### config.mk
export PLATFORM = sky130hd
export DESIGN_NAME = jam_cost_table
export DESIGN_NICKNAME = d
export VERILOG_FILES = /design/src/rtl/jam_cost_table_pkg.sv /design/src/rtl/jam_cost_table_mem.sv /design/src/rtl/jam_cost_table.sv
export SDC_FILE = /design/constraint.sdc
export NUM_CORES = 1
export LEC_CHECK = 0
export CELL_PAD_IN_SITES_DETAIL_PLACEMENT = 0
export CELL_PAD_IN_SITES_GLOBAL_PLACEMENT = 1
export CORE_ASPECT_RATIO = 1.4
export CORE_MARGIN = 2
export CORE_UTILIZATION = 55
export CTS_CLUSTER_DIAMETER = 80
export DETAILED_ROUTE_END_ITERATION = 8
export PLACE_DENSITY_LB_ADDON = 0.1
export SLEW_MARGIN = 20
export SYNTH_ARGS = -nofsm -noshare
export SYNTH_HDL_FRONTEND = slang
export SYNTH_HIERARCHICAL = 1
export SYNTH_SLANG_ARGS = --single-unit
export TNS_END_PERCENT = 50
### constraint.sdc
create_clock -name CLK -period 5.8 [get_ports CLK]
set_input_delay 0.87 -clock CLK [delete_from_list [all_inputs] [get_ports CLK]]
set_output_delay 0.87 -clock CLK [all_outputs]
set_load 0.01 [all_outputs]
### src/rtl/jam_cost_table_pkg.sv
// Shared constants, state encoding and helpers for the job-assignment cost table.
// The assignment engine imports the same COST_W/SUM_W so widths stay consistent.
package jam_cost_table_pkg;

  localparam int NUM_WORKERS = 8;
  localparam int NUM_JOBS    = 8;
  localparam int COST_W      = 7;
  localparam int SUM_W       = 10;
  localparam int IDX_W       = $clog2(NUM_WORKERS);
  localparam int NUM_ENTRIES = NUM_WORKERS * NUM_JOBS;
  localparam int ADDR_W      = $clog2(NUM_ENTRIES);

  localparam logic [COST_W-1:0] COST_MAX = '1;

  typedef enum logic {
    LOAD  = 1'b0,
    READY = 1'b1
  } state_t;

  function automatic logic [COST_W-1:0] cost_min(input logic [COST_W-1:0] a,
                                                 input logic [COST_W-1:0] b);
    return (a < b) ? a : b;
  endfunction

endpackage

### src/rtl/jam_cost_table_mem.sv
// 64x7 cost storage: one write port, one registered read port.
// Contents are deliberately not reset; they are only meaningful once a load completes.
module jam_cost_mem
  import jam_cost_table_pkg::*;
(
  input  logic              CLK,
  input  logic              wr_en,
  input  logic [ADDR_W-1:0] wr_addr,
  input  logic [COST_W-1:0] wr_data,
  input  logic [ADDR_W-1:0] rd_addr,
  output logic [COST_W-1:0] rd_data
);

  logic [COST_W-1:0] mem_reg [NUM_ENTRIES];

  always_ff @(posedge CLK) begin
    if (wr_en) begin
      mem_reg[wr_addr] <= wr_data;
    end
    rd_data <= mem_reg[rd_addr];
  end

endmodule

### src/rtl/jam_cost_table.sv
// Cost table for the assignment engine: streams in 64 costs row-major, then serves
// one-cycle (W,J) lookups and the sum of per-worker minimum costs as a lower bound.
module jam_cost_table
  import jam_cost_table_pkg::*;
(
  input  logic              CLK,
  input  logic              RST,
  input  logic              in_valid,
  input  logic [COST_W-1:0] in_data,
  output logic              in_ready,
  input  logic              Reload,
  input  logic [IDX_W-1:0]  W,
  input  logic [IDX_W-1:0]  J,
  output logic [COST_W-1:0] Cost,
  output logic              TableReady,
  output logic [SUM_W-1:0]  LowerBound
);

  state_t            state_reg, state_next;
  logic [ADDR_W-1:0] cnt_reg, cnt_next;
  logic [COST_W-1:0] row_min_reg, row_min_next;
  logic [SUM_W-1:0]  acc_reg, acc_next;
  logic              cost_en_reg;
  logic              xfer;
  logic [COST_W-1:0] cur_min;
  logic [COST_W-1:0] rd_data;

  // Low counter bits are the job index; the first job of a row restarts the minimum.
  always_comb begin
    state_next   = state_reg;
    cnt_next     = cnt_reg;
    row_min_next = row_min_reg;
    acc_next     = acc_reg;
    in_ready     = (state_reg == LOAD);
    xfer         = 1'b0;
    cur_min      = (cnt_reg[IDX_W-1:0] == '0) ? in_data : cost_min(row_min_reg, in_data);

    if (Reload) begin
      state_next   = LOAD;
      cnt_next     = '0;
      acc_next     = '0;
      row_min_next = COST_MAX;
    end else if (state_reg == LOAD && in_valid) begin
      xfer         = 1'b1;
      cnt_next     = cnt_reg + ADDR_W'(1);
      row_min_next = cur_min;
      if (cnt_reg[IDX_W-1:0] == '1) begin
        acc_next = acc_reg + SUM_W'(cur_min);
      end
      if (cnt_reg == '1) begin
        state_next = READY;
      end
    end
  end

  always_ff @(posedge CLK) begin
    if (RST) begin
      state_reg   <= LOAD;
      cnt_reg     <= '0;
      row_min_reg <= COST_MAX;
      acc_reg     <= '0;
      cost_en_reg <= 1'b0;
    end else begin
      state_reg   <= state_next;
      cnt_reg     <= cnt_next;
      row_min_reg <= row_min_next;
      acc_reg     <= acc_next;
      // Only lookups sampled while READY (and not being reloaded) may reach Cost.
      cost_en_reg <= (state_reg == READY) && !Reload;
    end
  end

  jam_cost_mem u_mem (
    .CLK     (CLK),
    .wr_en   (xfer && !RST),
    .wr_addr (cnt_reg),
    .wr_data (in_data),
    .rd_addr ({W, J}),
    .rd_data (rd_data)
  );

  assign Cost       = cost_en_reg ? rd_data : '0;
  assign TableReady = (state_reg == READY);
  assign LowerBound = acc_reg;

endmodule
; Word-level counts from Yosys, hierarchy flattened
; Memories as Yosys holds them, arrays and structs flattened. A register that Yosys moved wholly into a read port is not among the register bits.
; Index checks and enable logic that the tools add are counted.
[classes]
n_mux = 7
n_reduce_logical = 9
add_sub_neg = 2
n_bitwise = 1
order_cmp = 1
eq_ne = 2
[ops]
columns = op, n
row1 = $mux W7, 3
row2 = $add A10 B7 Y10, 1
row3 = $lt A7 B7 Y1, 1
row4 = $add A6 B1 Y6 const B, 1
row5 = $eq A6 B6 Y1 const B, 1
row6 = $mux W1, 4
row7 = $reduce_and A2 Y1, 2
row8 = $eq A3 B3 Y1 const B, 1
row9 = $logic_and A1 B1 Y1, 3
row10 = $logic_not A3 Y1, 1
row11 = $logic_not A1 Y1, 2
row12 = $reduce_or A2 Y1, 1
row13 = $not A1 Y1, 1
[word_totals]
input_bits = 17
ram_bits = 448
elab_cells = 28
register_bits = 25
mem_count = 1
[memory_table]
columns = name, depth, width, read_ports, rd_ports_with_merged_regs, wr, line_no
row1 = u_mem.mem_reg, 64, 7, 1, 1, 1, jam_cost_table_mem.sv:14  ; logic [COST_W-1:0] mem_reg [NUM_ENTRIES];

; Longest topological paths before layout
; Gate-level depths: netlist (run 1).
[logic_depth]
word_depth = 7
ltp_mapped = 14
ltp_nobuf = 13

; Modules after synthesis
; The synthesis (run 1) kept the hierarchy.
[by_module_without_submodules]
columns = mod, area_each_um2, seq_area_each_um2, cells_each, n_inst
row1 = jam_cost_mem, 17635.7, 13593.0, 827, 1
row2 = jam_cost_table, 1540.2, 500.5, 190, 1

; Worst setup path before layout (run 1)
; No wires, ideal clock.
[synth_path]
kind = input -> register
start = input in_data[4]
end = register acc_reg[8] (netlist: LowerBound[8])
t_arrival_ns = 3.534
setup_ns = 0.128
path_stages = 13
slack_ns = 2.138
n_path_buf = 0
required_time_ns = 5.672
cell_sequence = inv_1 ha_1 a211o_1 o211ai_1 o211ai_2 mux2_2 ha_1 fa_1 a21o_2 a221oi_1 or3b_1 xor2_1 nor2_1
[synth_between]
elab_chain_cells = 4
[synth_rtl]
columns = item, line_no
row1 = "start, declared", jam_cost_table.sv:9  ; input logic [COST_W-1:0] in_data,
row2 = $lt A7 B7 Y1, jam_cost_table_pkg.sv:22  ; return (a < b) ? a : b;
row3 = $mux W7, jam_cost_table_pkg.sv:22
row4 = $mux W7, jam_cost_table.sv:36  ; cur_min = (cnt_reg[IDX_W-1:0] == '0) ? in_data : cost_min(row_min_reg, in_data);
row5 = named net cur_min[0], jam_cost_table.sv:25  ; logic [COST_W-1:0] cur_min;
row6 = $add A10 B7 Y10, jam_cost_table.sv:48  ; acc_next = acc_reg + SUM_W'(cur_min);
row7 = "end signal, assigned", jam_cost_table.sv:67  ; acc_reg <= acc_next;
row8 = "end, declared", jam_cost_table.sv:22  ; logic [SUM_W-1:0] acc_reg, acc_next;
; The timed path passes the listed nets, and every way through them passes these cells.
; A chain may end at the register's enable or synchronous reset.

; Worst setup path in the final report (run 1)
[layout_path]
start = input in_data[3]
end = register acc_reg[8] (netlist: LowerBound[8])
; The elaborated chain is that of the path after synthesis.

==> impl_metrics.csv, run 1 <==
group,metric,value,unit
yosys,ys_seq_area_share,73.5,%
sta,setup_viol,0,
clock_tree,clk_path_buf_depth,3,
route,dr.pass1.iters,5,
placement,dp_hpwl,26.0,mm
yosys,yosysWarningCount,6,
clock_tree,postCtsHoldBufs,0,
route,wl_met2,21.9,mm
route,drcViolationCount,0,
placement,place_inst,1465,
clock_tree,cts_inserted_buffers,44,
route,post_drt_wl_per_cell,27.3,um
clock_tree,cts.htree.levels,2,
yosys,syn_inst,1017,
yosys,synth_ff_type,"edfxtp_1",
yosys,synthArstFlopShare,0,%
sta,worstMarginPinSlew,1040,ps
yosys,synth_top_area_share,70.2,%
global_route,grt_overflow_total,0,
floorplanning,dieArea,36400,sq um
status,status,"finished, final reports clean",
setup_path,path_cells,"buf_2 -> inv_1 -> ha_1 -> and4_1 -> o21ai_0 -> o211ai_2 -> mux2_2 -> ha_1 -> fa_1 -> a21o_2 -> a221oi_1 -> or3b_1 -> xor2_1 -> nor2_1",
final_layout,final_nets,1094,
sta,setup_ws,2220,ps
floorplanning,fp.dieW,162,um
final_layout,largest_reg_flops,448,
floorplanning,io_pins,36,
setup_path,cp_slowest_cell,"fa_1",
route,drtAntennaViolNets,0,
yosys,synth_common_cells,"edfxtp_1 (448), mux4_2 (112), nor2_1 (88)",
clock_tree,path_clk_slew,60,ps
sta,final_max_slew_viol_count,0,
final_layout,final_cells,1544,
setup_path,crit_type,"input pin to flop",
setup_path,worst-path-buf-inv,2,
route,top_layer_used,"met4",
final_layout,antenna_cells,0,
hold_path,hold_class,"flop to flop",
yosys,synth_edf_count,448,
clock_tree,root_buffer,"clkbuf_16",
setup_path,start_kind,"input pin",
power_and_ir_drop,cellPowerDensity,330,nW/um^2
sta,tns,0,ps
route,drt_iter0_markers,868,
floorplanning,rows,80,
yosys,synth-seq-cells,480,
setup_path,crit_family,"compound AO/OA/AOI/OAI gates",
global_route,grt_max_degree,67,
route,via_per_inst,6.19,
yosys,syn_nets,1051,
flow_run,maxCapViolCount,0,
setup_path,path_max_fanout,8,
global_route,grt_first_pass_wirelength,64.4,mm
yosys,synth_cell_types,59,
clock_tree,cts.sinks,480,
sta,fin_crit_sh,61.7,%
sta,fin_crit,3580,ps
route,drt-total-wl,42.2,mm
clock_tree,post-cts-setup-buffers,0,
global_route,antenna_found_initial,0,
yosys,synth_area_leaders,"edfxtp_1 (70%), mux4_2 (13%), dfxtp_1 (3.3%)",
sta,fmax,279,MHz
final_layout,drive_gt1_share,19.5,%
floorplanning,core_area,34200,sq um
sta,relSlewSlack,30.7,%
route,wl_met1,17.2,mm
setup_path,cp-end-kind,"flop",
floorplanning,initial_utilization,56.0,%
placement,place.gp.congestion,0.791,
route,dr_wl_met3,2.19,mm
global_route,track_usage,24.3,%
sta,skew,9.26,ps
global_route,grt_pass1_vias,9947,
clock_tree,ctsResizeCount,0,
sta,rsz0062_at_grt,"false",
setup_path,critical_path.most_common_cell,"ha_1",
setup_path,cp_slowest_stage_delay,430,ps
power_and_ir_drop,p_leak,6.73,nW
yosys,syn_area_per_cell,18.9,sq um
clock_tree,worstSkewPairLatency,540,ps
clock_tree,cts_tree,"yes",
route,dr_total_vias,9563,
yosys,synth.largest_area_cell,"edfxtp_1",
setup_path,critPathArrivalTime,3980,ps
placement,place_ws,1650,ps
placement,io_buffer_count,35,
setup_path,crit_required,6200,ps
sta,final-hold-violation-count,0,
yosys,yosysMostFrequentCell,"edfxtp_1",
power_and_ir_drop,ir_drop,234,uV
final_layout,syn_to_final_growth,11.4,%
yosys,synthesis.area,19200,sq um
floorplanning,die_y,225,um
worst register-to-register path, stage by stage (launching register included):
cell,delay [ps]
dfxtp_1,600
inv_1,90
ha_1,230
a21oi_1,260
o211ai_2,230
mux2_2,330
ha_1,230
fa_1,430
a21o_2,250
a221oi_1,230
or3b_1,160
xor2_1,150
nor2_1,60
through the flow:
step / util (%) / total power [mW] / hold slack (ps) / area [sq um]
floorplan: - / 4.07 / 470 / 19200
global placement: 58.1 / 4.20 / 475 / 19900
detailed placement: 58.1 / 4.21 / 474 / 19900
CTS: 62.4 / 7.11 / 486 / 21300
global route: 62.4 / 7.24 / 511 / 21400
finish: 62.4 / 7.04 / 481 / 21400
cell usage in the layout, fill, tap and decap left out, drive strengths merged, types with 6 or more instances in the layout:
cell type / n
a22oi: 8
clkbuf: 57
clkdlybuf4s50: 25
ha: 16
nor2b: 6
o221ai: 9
a211oi: 7
edfxtp: 448
nand3: 26
a21oi: 18
dfxtp: 32
o21ai: 27
buf: 24
o22ai: 12
nor2: 88
mux2i: 16
nor3: 8
inv: 12
and2: 8
nand2: 33
bufinv: 6
nand2b: 7
o31ai: 8
clkinv: 13
mux4: 112
per-layer routing:
| layer | vias to the layer above | track usage (%) |
|---|---|---|
| li1 | 4216 | - |
| met1 | 5001 | 33.5 |
| met2 | 291 | 41.4 |
| met3 | 55 | 3.40 |
| met4 | 0 | 6.11 |
| met5 | - | 0 |
power breakdown:
| part | internal [mW] | switching (mW) | leakage (nW) | total (mW) |
|---|---|---|---|---|
| Clock | 1.73 | 1.19 | 0.704 | 2.91 |
| Combinational | 0.123 | 0.204 | 1.74 | 0.326 |
| Sequential | 3.79 | 0.00634 | 4.29 | 3.80 |
logic make-up after synthesis:
family,synth area share [%]
compound gates,4.01
xor+xnor,0.320
fa+ha+maj,1.15
buf+inv,1.76
flops,73.5
mux,14.2
simple gates,5.10
cell type report:
type	count	area, sq um
clock buffers	57	1200
repair buffers	49	439
clock inverters	22	258
multi-input cells	473	4750
well taps	451	564
inverters	12	45.0
fillers	2480	12900
flip-flops and latches	480	14100
path summary, 6_finish.rpt:
kind                 startpoint  depth (start not counted)       endpoint  slack [ps]
setup reg to reg     cnt_reg[1]                         12  LowerBound[8]        2410
hold / removal    LowerBound[6]                          2  LowerBound[6]         480
hold reg to reg   LowerBound[6]                          2  LowerBound[6]         480
setup / recovery     in_data[3]                         14  LowerBound[8]        2220
(Power assumes the default switching activity.)
==> inputs of run 2 (changes only) <==
CORE_UTILIZATION = 54   (was 55)
clock period = 3.3 ns   (was 5.8 ns; I/O delays follow)
==> impl_metrics.csv, run 2 (synthesis gave the netlist of run 1 again) <==
group,metric,value,unit
final_layout,fill_cells,2488,
route,drt_iter0_markers,863,
sta,relSlewSlack,41.0,%
global_route,grt_first_pass_wirelength,64.7,mm
global_route,grt_max_degree,66,
floorplanning,fp.dieW,163,um
clock_tree,cts.htree.levels,2,
route,drtAntennaViolNets,0,
final_layout,final_common_cell,"edfxtp_1",
route,dr.pass1.iters,5,
floorplanning,dieArea,37100,sq um
placement,place.gp.congestion,0.878,
sta,fin_crit,3090,ps
setup_path,critPathArrivalTime,3530,ps
final_layout,layout_common_cells,"edfxtp_1 (448), buf_4 (121), mux4_2 (112), nor2_1 (88), clkbuf_16 (45)",
sta,rsz0062_at_grt,"false",
sta,setup_viol,0,
clock_tree,path_clk_slew,60,ps
setup_path,crit_required,3750,ps
power_and_ir_drop,p_leak,7.31,nW
setup_path,path_max_fanout,3,
route,via_per_inst,6.06,
sta,worstMarginPinSlew,885,ps
global_route,grt_pass1_vias,10251,
sta,final_max_slew_viol_count,0,
placement,dp_hpwl,27.8,mm
floorplanning,io_pins,36,
sta,tns,0,ps
hold_path,hold_class,"flop to flop",
final_layout,final_nets,1205,
floorplanning,core_area,35000,sq um
floorplanning,rows,81,
setup_path,r2r-start,"row_min_reg[5]",
sta,fin_crit_sh,93.5,%
final_layout,syn_to_final_growth,15.7,%
final_layout,final_area,22200,sq um
clock_tree,cts_tree,"yes",
global_route,track_usage,24.4,%
setup_path,r2r_slack,210,ps
clock_tree,ctsResizeCount,0,
clock_tree,root_buffer,"clkbuf_16",
sta,fmax,324,MHz
clock_tree,clk_path_buf_depth,3,
route,dr_total_vias,10073,
clock_tree,worstSkewPairLatency,570,ps
route,drcViolationCount,0,
status,status,"finished, final reports clean",
route,drt-total-wl,43.6,mm
clock_tree,postCtsHoldBufs,0,
clock_tree,cts.sinks,480,
placement,io_buffer_count,35,
power_and_ir_drop,ir_drop,492,uV
setup_path,start_kind,"flop",
sta,skew,22.0,ps
clock_tree,post-cts-setup-buffers,0,
floorplanning,die_y,227,um
final_layout,drive_gt1_share,26.9,%
clock_tree,cts_inserted_buffers,45,
setup_path,cp-end-kind,"flop",
sta,final-hold-violation-count,0,
route,post_drt_wl_per_cell,26.2,um
power_and_ir_drop,cellPowerDensity,556,nW/um^2
final_layout,largest_reg_flops,448,
global_route,antenna_found_initial,1,
floorplanning,initial_utilization,54.8,%
setup_path,crit_type,"flop to flop",
placement,dpl_cell_area,20800,sq um
setup_path,startpoint,"row_min_reg[5]",
global_route,grt_overflow_total,0,
flow_run,maxCapViolCount,0,
hold_path,holdCritStartpoint,"LowerBound[6]",
final_layout,antenna_cells,0,
==> run 2: cell types whose count changed in the layout (fill, tap and decap cells not counted), sizes merged <==
cell,previous run,this run
bufinv,6,4
clkinv,13,21
clkbuf,57,55
inv,12,14
clkinvlp,3,1
buf,24,134
==> run 2: worst paths after layout <==
path	to	depth (start not counted)
min	LowerBound[6]	2
max	LowerBound[8]	12
max reg2reg	LowerBound[8]	12
min reg2reg	LowerBound[6]	2
==> run 2: per-layer routing <==
metal | vias up | share of wire (%) | global-route usage [%] | wire length [um]
met2 | 333 | 53 | 42.4 | 22900
met1 | 5225 | 39 | 31.6 | 16800
li1 | 4446 | - | - | -
met4 | 0 | 2.6 | 7.62 | 1140
met3 | 69 | 6.1 | 4.30 | 2670
met5 | - | 0 | 0 | 0
==> run 2: report_power, final <==
group	internal [mW]	total, mW	switching [mW]
sequential	6.66	6.67	0.00733
clock	2.85	5.06	2.21
combinational	0.246	0.615	0.369
==> run 2: critical path: stages, from the launching register on <==
cell      delay (ps)
dfxtp_1          340
ha_1             300
and4_1           180
o21ai_0          130
o211ai_2         190
mux2_2           350
ha_1             220
fa_1             430
a21o_2           240
a221oi_1         230
or3b_1           170
xor2_1           150
nor2_1            50
==> run 2: per-stage QoR <==
| stage | total power, mW | hold slack, ps | cells | setup slack (ps) | util (%) |
|---|---|---|---|---|---|
| floorplan | 7.15 | 470 | 1017 | 13.0 | - |
| global placement | 7.42 | 478 | 1580 | -153 | 59.4 |
| detailed placement | 7.42 | 478 | 1580 | -197 | 59.4 |
| CTS | 12.5 | 470 | 1663 | 191 | 63.5 |
| global route | 12.7 | 521 | 1663 | 1.28 | 63.5 |
| finish | 12.3 | 486 | 1663 | 214 | 63.5 |
==> run 2: cell type report <==
cell class	count	area (sq um)	area share [%]
timing repair buffer	159	1310	5.88
clock inverter	28	272	1.22
tap	456	571	2.57
multi-input combinational	473	4740	21.4
inverter	12	45.0	0.203
clock buffer	55	1160	5.24
sequential	480	14100	63.5
==> inputs of run 3 (changes only) <==
SKIP_CTS_REPAIR_TIMING = 1   (was default)
SLEW_MARGIN = 0   (was 20)
==> results of run 3 <==
Final layout, timing and power as in run 2 (identical DEF).
